## config.mk

```make
export PLATFORM = sky130hd
export DESIGN_NAME = led_strip_sched_flat
export DESIGN_NICKNAME = d
export VERILOG_FILES = /design/src/rtl/led_strip_sched_if.sv /design/src/rtl/led_strip_sched.sv /design/src/flat_wrapper.sv
export SDC_FILE = /design/constraint.sdc
export NUM_CORES = 2
export LEC_CHECK = 0
export CAP_MARGIN = 20
export CORE_ASPECT_RATIO = 1.4
export CORE_MARGIN = 2
export CORE_UTILIZATION = 58
export DETAILED_ROUTE_END_ITERATION = 6
export DONT_BUFFER_PORTS = 1
export PLACE_DENSITY = 0.77
export SYNTH_ARGS = -nofsm -noshare
export SYNTH_HDL_FRONTEND = slang
export SYNTH_SLANG_ARGS = --single-unit
```

## constraint.sdc

```tcl
create_clock -name PCLK -period 22.5 [get_ports PCLK]
set_input_delay 3.375 -clock PCLK [delete_from_list [all_inputs] [get_ports PCLK]]
set_output_delay 3.375 -clock PCLK [all_outputs]
set_load 0.01 [all_outputs]
```

## src/rtl/led_strip_sched_if.sv

```systemverilog
// Bus bundle for led_strip_sched: APB3 register port plus the pixel stream to the
// bit-level LED encoder and the frame status lines.
interface led_strip_sched_if;
   logic        PSEL;
   logic        PENABLE;
   logic        PWRITE;
   logic [31:0] PADDR;
   logic [31:0] PWDATA;
   logic [31:0] PRDATA;
   logic        PREADY;
   logic        PSLVERR;
   logic [23:0] pix_data;
   logic        pix_valid;
   logic        pix_ready;
   logic        pix_last;
   logic        busy;
   logic        frame_done;

   modport slave (
      input  PSEL, PENABLE, PWRITE, PADDR, PWDATA, pix_ready,
      output PRDATA, PREADY, PSLVERR, pix_data, pix_valid, pix_last, busy, frame_done
   );

   modport master (
      output PSEL, PENABLE, PWRITE, PADDR, PWDATA, pix_ready,
      input  PRDATA, PREADY, PSLVERR, pix_data, pix_valid, pix_last, busy, frame_done
   );
endinterface

```

## src/rtl/led_strip_sched.sv

```systemverilog
// LED strip frame scheduler: double-buffered pixel colours behind an APB3 slave,
// streamed pixel by pixel into the encoder, followed by a timed latch gap.
module led_strip_sched #(
   parameter int NUM_LEDS     = 15,
   parameter int RESET_CYCLES = 50000,
   parameter int SLOT         = 8
) (
   input logic              PCLK,
   input logic              PRESET,
   led_strip_sched_if.slave bus
);
   localparam int IW = (NUM_LEDS > 1) ? $clog2(NUM_LEDS) : 1;
   localparam int CW = $clog2(RESET_CYCLES + 1);
   localparam logic [IW-1:0] LAST_IDX = IW'(NUM_LEDS - 1);
   localparam logic [CW-1:0] GAP_END  = CW'(RESET_CYCLES - 1);

   typedef enum logic [1:0] {IDLE, SEND, LATCH} state_t;
   state_t state, state_nxt;

   logic          enable, auto_repeat, pending, aborted;
   logic [7:0]    frame_cnt;
   logic [IW-1:0] idx;
   logic [CW-1:0] gap_cnt;
   logic [23:0]   staging [NUM_LEDS];
   logic [23:0]   active  [NUM_LEDS];

   logic       slot_hit, wr, rd, ctrl_sel, stat_sel, pix_sel;
   logic       ctrl_wr, start_wr, en_eff, busy, accept;
   logic [5:0] off, pix_off;
   logic       load, adv, abort, enter_latch, send, done;
   logic [31:0] rdata;

   assign slot_hit = (bus.PADDR[11:8] == 4'(SLOT));
   assign off      = bus.PADDR[7:2];
   assign wr       = bus.PSEL & bus.PENABLE & bus.PWRITE & slot_hit;
   assign rd       = bus.PSEL & ~bus.PWRITE & slot_hit;
   assign ctrl_sel = (off == 6'h00);
   assign stat_sel = (off == 6'h01);
   assign pix_sel  = (off >= 6'h10) && (off < 6'(16 + NUM_LEDS));
   assign pix_off  = off - 6'h10;

   // A CTRL write acts on the edge that commits it, so enable+start in one write
   // launches a frame straight from reset, and clearing enable aborts at once.
   assign ctrl_wr  = wr & ctrl_sel;
   assign start_wr = ctrl_wr & bus.PWDATA[2];
   assign en_eff   = ctrl_wr ? bus.PWDATA[0] : enable;
   assign busy     = (state != IDLE);
   assign accept   = (state == SEND) & bus.pix_ready;

   always_ff @(posedge PCLK or posedge PRESET) begin
      if (PRESET) state <= IDLE;
      else        state <= state_nxt;
   end

   // NOTE: every signal driven here gets a default first, so no path leaves one unassigned and no latch is inferred.
   always_comb begin
      state_nxt   = state;
      load        = 1'b0;
      adv         = 1'b0;
      abort       = 1'b0;
      enter_latch = 1'b0;
      send        = 1'b0;
      done        = 1'b0;
      case (state)
         IDLE: begin
            if (en_eff && (pending || start_wr)) begin
               load      = 1'b1;
               state_nxt = SEND;
            end
         end
         SEND: begin
            send = 1'b1;
            if (accept && idx == LAST_IDX) begin
               enter_latch = 1'b1;
               state_nxt   = LATCH;
            end else if (!en_eff) begin
               abort       = 1'b1;
               enter_latch = 1'b1;
               state_nxt   = LATCH;
            end else if (accept) begin
               adv = 1'b1;
            end
         end
         LATCH: begin
            if (gap_cnt == GAP_END) begin
               done = ~aborted;
               if (en_eff && (pending || auto_repeat)) begin
                  load      = 1'b1;
                  state_nxt = SEND;
               end else begin
                  state_nxt = IDLE;
               end
            end
         end
         default: state_nxt = IDLE;
      endcase
   end

   always_ff @(posedge PCLK or posedge PRESET) begin
      if (PRESET) begin
         enable      <= 1'b0;
         auto_repeat <= 1'b0;
         pending     <= 1'b0;
         aborted     <= 1'b0;
         frame_cnt   <= '0;
         idx         <= '0;
         gap_cnt     <= '0;
         // NOTE: both buffers are flop arrays that must read back 0 after reset, so they are cleared here; a RAM-based buffer could not be.
         for (int i = 0; i < NUM_LEDS; i++) begin
            staging[i] <= '0;
            active[i]  <= '0;
         end
      end else begin
         if (ctrl_wr) begin
            enable      <= bus.PWDATA[0];
            auto_repeat <= bus.PWDATA[1];
         end
         if (load || abort)           pending <= 1'b0;
         else if (start_wr && busy)   pending <= 1'b1;

         for (int i = 0; i < NUM_LEDS; i++)
            if (wr && pix_sel && pix_off == 6'(i)) staging[i] <= bus.PWDATA[23:0];

         if (load) begin
            // NOTE: non-blocking copy, so a staging write on this same edge is not seen by the frame being loaded.
            for (int i = 0; i < NUM_LEDS; i++) active[i] <= staging[i];
            idx <= '0;
         end else if (adv) begin
            idx <= idx + IW'(1);
         end

         if (enter_latch) begin
            gap_cnt <= '0;
            aborted <= abort;
         end else if (state == LATCH) begin
            gap_cnt <= gap_cnt + CW'(1);
         end

         if (done) frame_cnt <= frame_cnt + 8'd1;
      end
   end

   always_comb begin
      rdata = '0;
      if (rd) begin
         if (ctrl_sel)      rdata = {30'd0, auto_repeat, enable};
         else if (stat_sel) rdata = {16'd0, frame_cnt, 6'd0, pending, busy};
         else if (pix_sel)
            for (int i = 0; i < NUM_LEDS; i++)
               if (pix_off == 6'(i)) rdata = {8'd0, staging[i]};
      end
   end

   assign bus.PRDATA     = rdata;
   assign bus.PREADY     = 1'b1;
   assign bus.PSLVERR    = bus.PSEL & bus.PENABLE & slot_hit & ~(ctrl_sel | stat_sel | pix_sel);
   assign bus.pix_valid  = send;
   assign bus.pix_data   = send ? active[idx] : 24'd0;
   assign bus.pix_last   = send & (idx == LAST_IDX);
   assign bus.busy       = busy;
   assign bus.frame_done = done;
endmodule

```

## src/flat_wrapper.sv

```systemverilog
// flat-port wrapper written by rule: the top's interface ports become plain ports
module led_strip_sched_flat 
#(
   parameter int NUM_LEDS     = 15,
   parameter int RESET_CYCLES = 50000,
   parameter int SLOT         = 8
)
  (PCLK, PRESET, bus_PSEL, bus_PENABLE, bus_PWRITE, bus_PADDR, bus_PWDATA, bus_pix_ready, bus_PRDATA, bus_PREADY, bus_PSLVERR, bus_pix_data, bus_pix_valid, bus_pix_last, bus_busy, bus_frame_done);
  led_strip_sched_if bus_i ();
  input logic PCLK;
  input logic PRESET;
  input wire logic [$bits(bus_i.PSEL)-1:0] bus_PSEL;
  input wire logic [$bits(bus_i.PENABLE)-1:0] bus_PENABLE;
  input wire logic [$bits(bus_i.PWRITE)-1:0] bus_PWRITE;
  input wire logic [$bits(bus_i.PADDR)-1:0] bus_PADDR;
  input wire logic [$bits(bus_i.PWDATA)-1:0] bus_PWDATA;
  input wire logic [$bits(bus_i.pix_ready)-1:0] bus_pix_ready;
  output wire logic [$bits(bus_i.PRDATA)-1:0] bus_PRDATA;
  output wire logic [$bits(bus_i.PREADY)-1:0] bus_PREADY;
  output wire logic [$bits(bus_i.PSLVERR)-1:0] bus_PSLVERR;
  output wire logic [$bits(bus_i.pix_data)-1:0] bus_pix_data;
  output wire logic [$bits(bus_i.pix_valid)-1:0] bus_pix_valid;
  output wire logic [$bits(bus_i.pix_last)-1:0] bus_pix_last;
  output wire logic [$bits(bus_i.busy)-1:0] bus_busy;
  output wire logic [$bits(bus_i.frame_done)-1:0] bus_frame_done;
  assign bus_i.PSEL = bus_PSEL;
  assign bus_i.PENABLE = bus_PENABLE;
  assign bus_i.PWRITE = bus_PWRITE;
  assign bus_i.PADDR = bus_PADDR;
  assign bus_i.PWDATA = bus_PWDATA;
  assign bus_i.pix_ready = bus_pix_ready;
  assign bus_PRDATA = bus_i.PRDATA;
  assign bus_PREADY = bus_i.PREADY;
  assign bus_PSLVERR = bus_i.PSLVERR;
  assign bus_pix_data = bus_i.pix_data;
  assign bus_pix_valid = bus_i.pix_valid;
  assign bus_pix_last = bus_i.pix_last;
  assign bus_busy = bus_i.busy;
  assign bus_frame_done = bus_i.frame_done;
  led_strip_sched #(.NUM_LEDS(NUM_LEDS), .RESET_CYCLES(RESET_CYCLES), .SLOT(SLOT)) u_core (.PCLK(PCLK), .PRESET(PRESET), .bus(bus_i));
endmodule
```

# Word level (Yosys, flattened, before mapping)
# Cells that the tools add are included.
dict set report classes {
  magnitude_cmp 3
  n_bitwise 17
  eq_ne 23
  reduce_logical 32
  addsub 4
  muxes 52
}
# op n
set ops {}
lappend ops {{$mux W24} 18}
lappend ops {{$mux W32} 4}
lappend ops {{$bmux W24 S4} 1}
lappend ops {{$eq A6 B4 Y1 const B} 7}
lappend ops {{$mux W16} 2}
lappend ops {{$eq A6 B3 Y1 const B} 4}
lappend ops {{$logic_and A1 B1 Y1} 21}
lappend ops {{$mux W1} 19}
lappend ops {{$add A16 B1 Y16 const B} 1}
lappend ops {{$eq A16 B16 Y1 const B} 1}
lappend ops {{$eq A6 B1 Y1 const B} 2}
lappend ops {{$eq A6 B2 Y1 const B} 2}
lappend ops {{$logic_not A6 Y1} 2}
lappend ops {{$and A1 B1 Y1} 11}
lappend ops {{$add A8 B1 Y8 const B} 1}
lappend ops {{$eq A4 B4 Y1 const B} 2}
lappend ops {{$mux W2} 4}
lappend ops {{$mux W4} 2}
lappend ops {{$reduce_bool A2 Y1} 4}
lappend ops {{$ge A6 B5 Y1 const B} 1}
lappend ops {{$lt A6 B5 Y1 const B} 1}
lappend ops {{$pmux W2 S3} 1}
lappend ops {{$sub A6 B5 Y6 const B} 1}
lappend ops {{$ge A5 B5 Y1 const B} 1}
lappend ops {{other kinds (12)} 18}
dict set report totals {
  output_inout_bits 62
  elab_cells 169
  regBits 754
  inputBits 70
}

# Logic depth before layout (Yosys ltp)
dict set report logic_depth {
  word_depth 21
  mapped_depth 11
  depth_no_buf 7
}

# Worst setup path after synthesis
# No wires, ideal clock.
dict set report synth_timing {
  path_kind {in2out}
  startpoint {in bus_PADDR[2]}
  endpoint {out bus_PRDATA[16]}
  arrival_time_ns 5.360
  required_time_ns 19.125
  path_buffers 5
  cell_stages 7
  path_slack_ns 13.765
  path_cell_list {buf_2 -> buf_2 -> clkbuf_1 -> buf_1 -> clkbuf_1 -> o22ai_1 -> a221oi_1}
}
dict set report synth_between {
  elab_chain_cells 21
  word_cells_on_any_way 40
  classes_between {1 x add/sub; 2 x order compare; 15 x eq/ne; 19 x mux; 3 x reduce/logical}
}
# element line
set synth_lines {}
lappend synth_lines {{start: declaration} flat_wrapper.sv:15} ;# input wire logic [$bits(bus_i.PADDR)-1:0] bus_PADDR;
lappend synth_lines {{$sub A6 B5 Y6} led_strip_sched.sv:40} ;# assign pix_off = off - 6'h10;
lappend synth_lines {{$logic_not A6 Y1} led_strip_sched.sv:150} ;# if (pix_off == 6'(i)) rdata = {8'd0, staging[i]};
lappend synth_lines {{$mux W24 (15 in a row)} led_strip_sched.sv:150}
lappend synth_lines {{$mux W32} led_strip_sched.sv:148} ;# else if (pix_sel)
lappend synth_lines {{$mux W32} led_strip_sched.sv:147} ;# else if (stat_sel) rdata = {16'd0, frame_cnt, 6'd0, pending, busy};
lappend synth_lines {{$mux W32 (*)} led_strip_sched.sv:146} ;# if (ctrl_sel) rdata = {30'd0, auto_repeat, enable};
lappend synth_lines {{$mux W32 (*)} led_strip_sched.sv:145} ;# if (rd) begin
lappend synth_lines {{end: declaration} flat_wrapper.sv:18} ;# output wire logic [$bits(bus_i.PRDATA)-1:0] bus_PRDATA;
# Every way passes the cells marked *; elsewhere a longest branch is shown, timed or not.

# Final worst setup path
dict set report layout_timing {
  startpoint {in bus_PADDR[4]}
  endpoint {out bus_PRDATA[12]}
}
# The elaborated chain is that of the path after synthesis.

==> impl_metrics.json <==
{
  "critical_path_required_ns": 19.12,
  "rsz0062_at_grt": "false",
  "synth_ff_type": "dfrtp_1",
  "status": "complete, no violations",
  "grt_overflow": 0,
  "clock_skew_ns": 0.02544,
  "clkLatencyLatePin_ns": 0.63,
  "htree_levels": 3,
  "reg2reg_slack_ns": 17.81,
  "grt_first_pass_wirelength_mm": 148.0,
  "drt_iter0_markers": 1941,
  "grt_start_max_net_pins": 187,
  "synth_edf_count": 0,
  "dp_hpwl_mm": 58.84,
  "rr_startpoint": "u_core.gap_cnt[0]",
  "totalWireLength_mm": 98.21,
  "grt_pass1_vias": 22908,
  "worst_pin_slew_ns": 1.293,
  "hold_path.class": "flop to flop",
  "worstPathMaxFanout": 30,
  "via_count": 21656,
  "ios": 132,
  "vdd_drop_max_v": 0.00006240,
  "holdCritStartpoint": "u_core.frame_cnt[7]",
  "start_kind": "input pin",
  "yosys.cell_types.count": 77,
  "start_util_pct": 58.44,
  "avgSynthCellArea_um2": 14.62,
  "antenna_found_initial": 1,
  "drive_gt1_share_pct": 44.24,
  "port_buffers": 0,
  "period_minus_slack_ns": 9.723,
  "synth.area.top_cells": "dfrtp_1 53%, mux2_2 18%, mux4_2 8.2%, mux2_4 6.3%, mux2i_1 1.5%",
  "tns_ns": 0,
  "routedWlPerCell_um": 30.32,
  "ys_top_cells_by_count": "754 x dfrtp_1, 579 x mux2_2, 150 x mux2_4, 130 x mux4_2, 113 x clkbuf_1",
  "synth_top_area_share_pct": 53.12,
  "clock-sinks": 754,
  "leakagePower_nw": 18.67,
  "slew_viol_final": 0,
  "crit_arrival_ns": 6.35,
  "syn_to_final_growth_pct": 8.644,
  "ys_ff_latch": 754,
  "die_area_um2": 63270,
  "cts_tree": "built",
  "yosys.area.top_type": "dfrtp_1",
  "min_to": "u_core.frame_cnt[7]",
  "cts_buffers": 72,
  "post_cts_buffers": 0,
  "postSynthCellCount": 2430,
  "clk_path_buf_depth": 3,
  "die_w_um": 213.2,
  "whs_path_depth": 1,
  "first_pass_iters": 5,
  "ys_warn_count": 0,
  "rr_endpoint": "u_core.active[36]",
  "ff2ff_path_depth": 8,
  "async_flop_share_pct": 100.0,
  "max_freq_mhz": 102.8,
  "yosysSeqAreaShare_pct": 53.12,
  "root_buffer": "clkbuf_16",
  "coreArea_um2": 60780,
  "finalSetupViolCount": 0,
  "viasPerCell": 6.686,
  "cts_resized": 0,
  "cap_violations": 0,
  "netlist_area_um2": 35520,
  "synth_most_common_cell": "dfrtp_1",
  "rows": 107,
  "final-hold-violation-count": 0,
  "gp_congestion": 0.8474,
  "hold_buffers": 0,
  "criticalPathCategory": "input pin to primary output",
  "die_y_um": 296.8,
  "track_usage_pct": 31.85,
  "drc": 0,
  "p_per_area_nw_per_um2": 68.52,
  "endpoint_kind": "primary output",
  "clk_pin_slew_ns": 0.06,
  "ant_nets": 0,
  "period_share_pct": 43.21,
  "fin_util_pct": 63.50,
  "nets": 2444,
  "slew_headroom_pct": 13.80
}
==> registers in the layout, summed over array words and instances (netlist names) <==
register	flops
u_core.frame_cnt	8
u_core.idx	4
u_core.aborted	1
u_core.pending	1
u_core.auto_repeat	1
u_core.staging	360
u_core.gap_cnt	16
u_core.state	2
u_core.enable	1
u_core.active	360
==> placed cells by master (no fill, tap or decap), types with 19 or more instances in the layout <==
cell / instances
a221oi_1: 21
mux2_4: 150
clkbuf_16: 73
mux2_2: 579
o21ai_0: 79
a21oi_1: 31
mux2i_1: 55
nor2_1: 46
dfrtp_1: 750
buf_4: 47
mux4_2: 130
and2_1: 28
a22oi_1: 19
nand3_1: 23
nand2_1: 83
==> worst max path at each step <==
stage | from | cells after the start | end | slack (ns)
floorplan | PRESET | 1 | u_core.aborted | 8.79
global placement | bus_PADDR[4] | 5 | bus_PRDATA[12] | 12.98
detailed placement | bus_PADDR[4] | 5 | bus_PRDATA[12] | 12.98
CTS | bus_PADDR[4] | 5 | bus_PRDATA[12] | 12.95
global route | bus_PADDR[4] | 5 | bus_PRDATA[12] | 12.77
finish | bus_PADDR[4] | 5 | bus_PRDATA[12] | 12.78
==> per-stage QoR <==
step / instance area, um^2 / hold WS [ns] / instances / total power [mW] / worst slack, ns
detailed placement: 36130 / 0.4763 / 3108 / 1.438 / 12.98
global route: 38590 / 0.5143 / 3238 / 2.722 / 12.77
global placement: 36110 / 0.4743 / 3106 / 1.437 / 12.98
finish: 38590 / 0.4930 / 3239 / 2.644 / 12.78
floorplan: 35550 / 0.4437 / 2437 / 1.435 / 8.788
CTS: 38470 / 0.4878 / 3233 / 2.654 / 12.95
==> where the power goes <==
part,switching (mW),internal (mW),leakage [nW]
clock network,0.528,0.702,1.14
registers,0.000673,1.36,10.5
logic,0.0434,0.0148,7.06
==> worst max-delay path, stage by stage <==
cell and delay (ns):
or4_1 0.76, nor2_1 0.88, a221o_1 0.28, a21oi_1 0.04, a221oi_1 0.98
==> kinds of logic after synthesis <==
family | Yosys count | synth area share (%)
adders and majority gates | 4 | 0.1409
and+or+nand+nor | 270 | 3.938
xor gates and xnor gates | 15 | 0.3698
AOI/OAI and AO/OA | 256 | 4.928
DFF | 754 | 53.12
buffers and inverters | 212 | 2.906
other | 2 | 0.02114
muxes | 917 | 34.58
==> layer usage <==
metal / vias to the layer above / global-route usage (%) / routed length [um]
met5: - / 0 / 0
li1: 8901 / - / -
met2: 964 / 51.12 / 48210
met4: 0 / 15.79 / 4917
met3: 246 / 6.555 / 7654
met1: 11545 / 41.36 / 37430
==> final cells by class <==
type,count,area (um^2)
Multi-Input combinational cell,1471,15760
Clock buffer,103,2079
Timing Repair Buffer,55,519.2
Inverter,16,63.81
Antenna cell,1,2.502
Tap cell,817,1022
Clock inverter,22,264.0
Sequential cell,754,18880
Fill cell,4405,22190
Note: power is estimated with default switching activity, not from simulation.
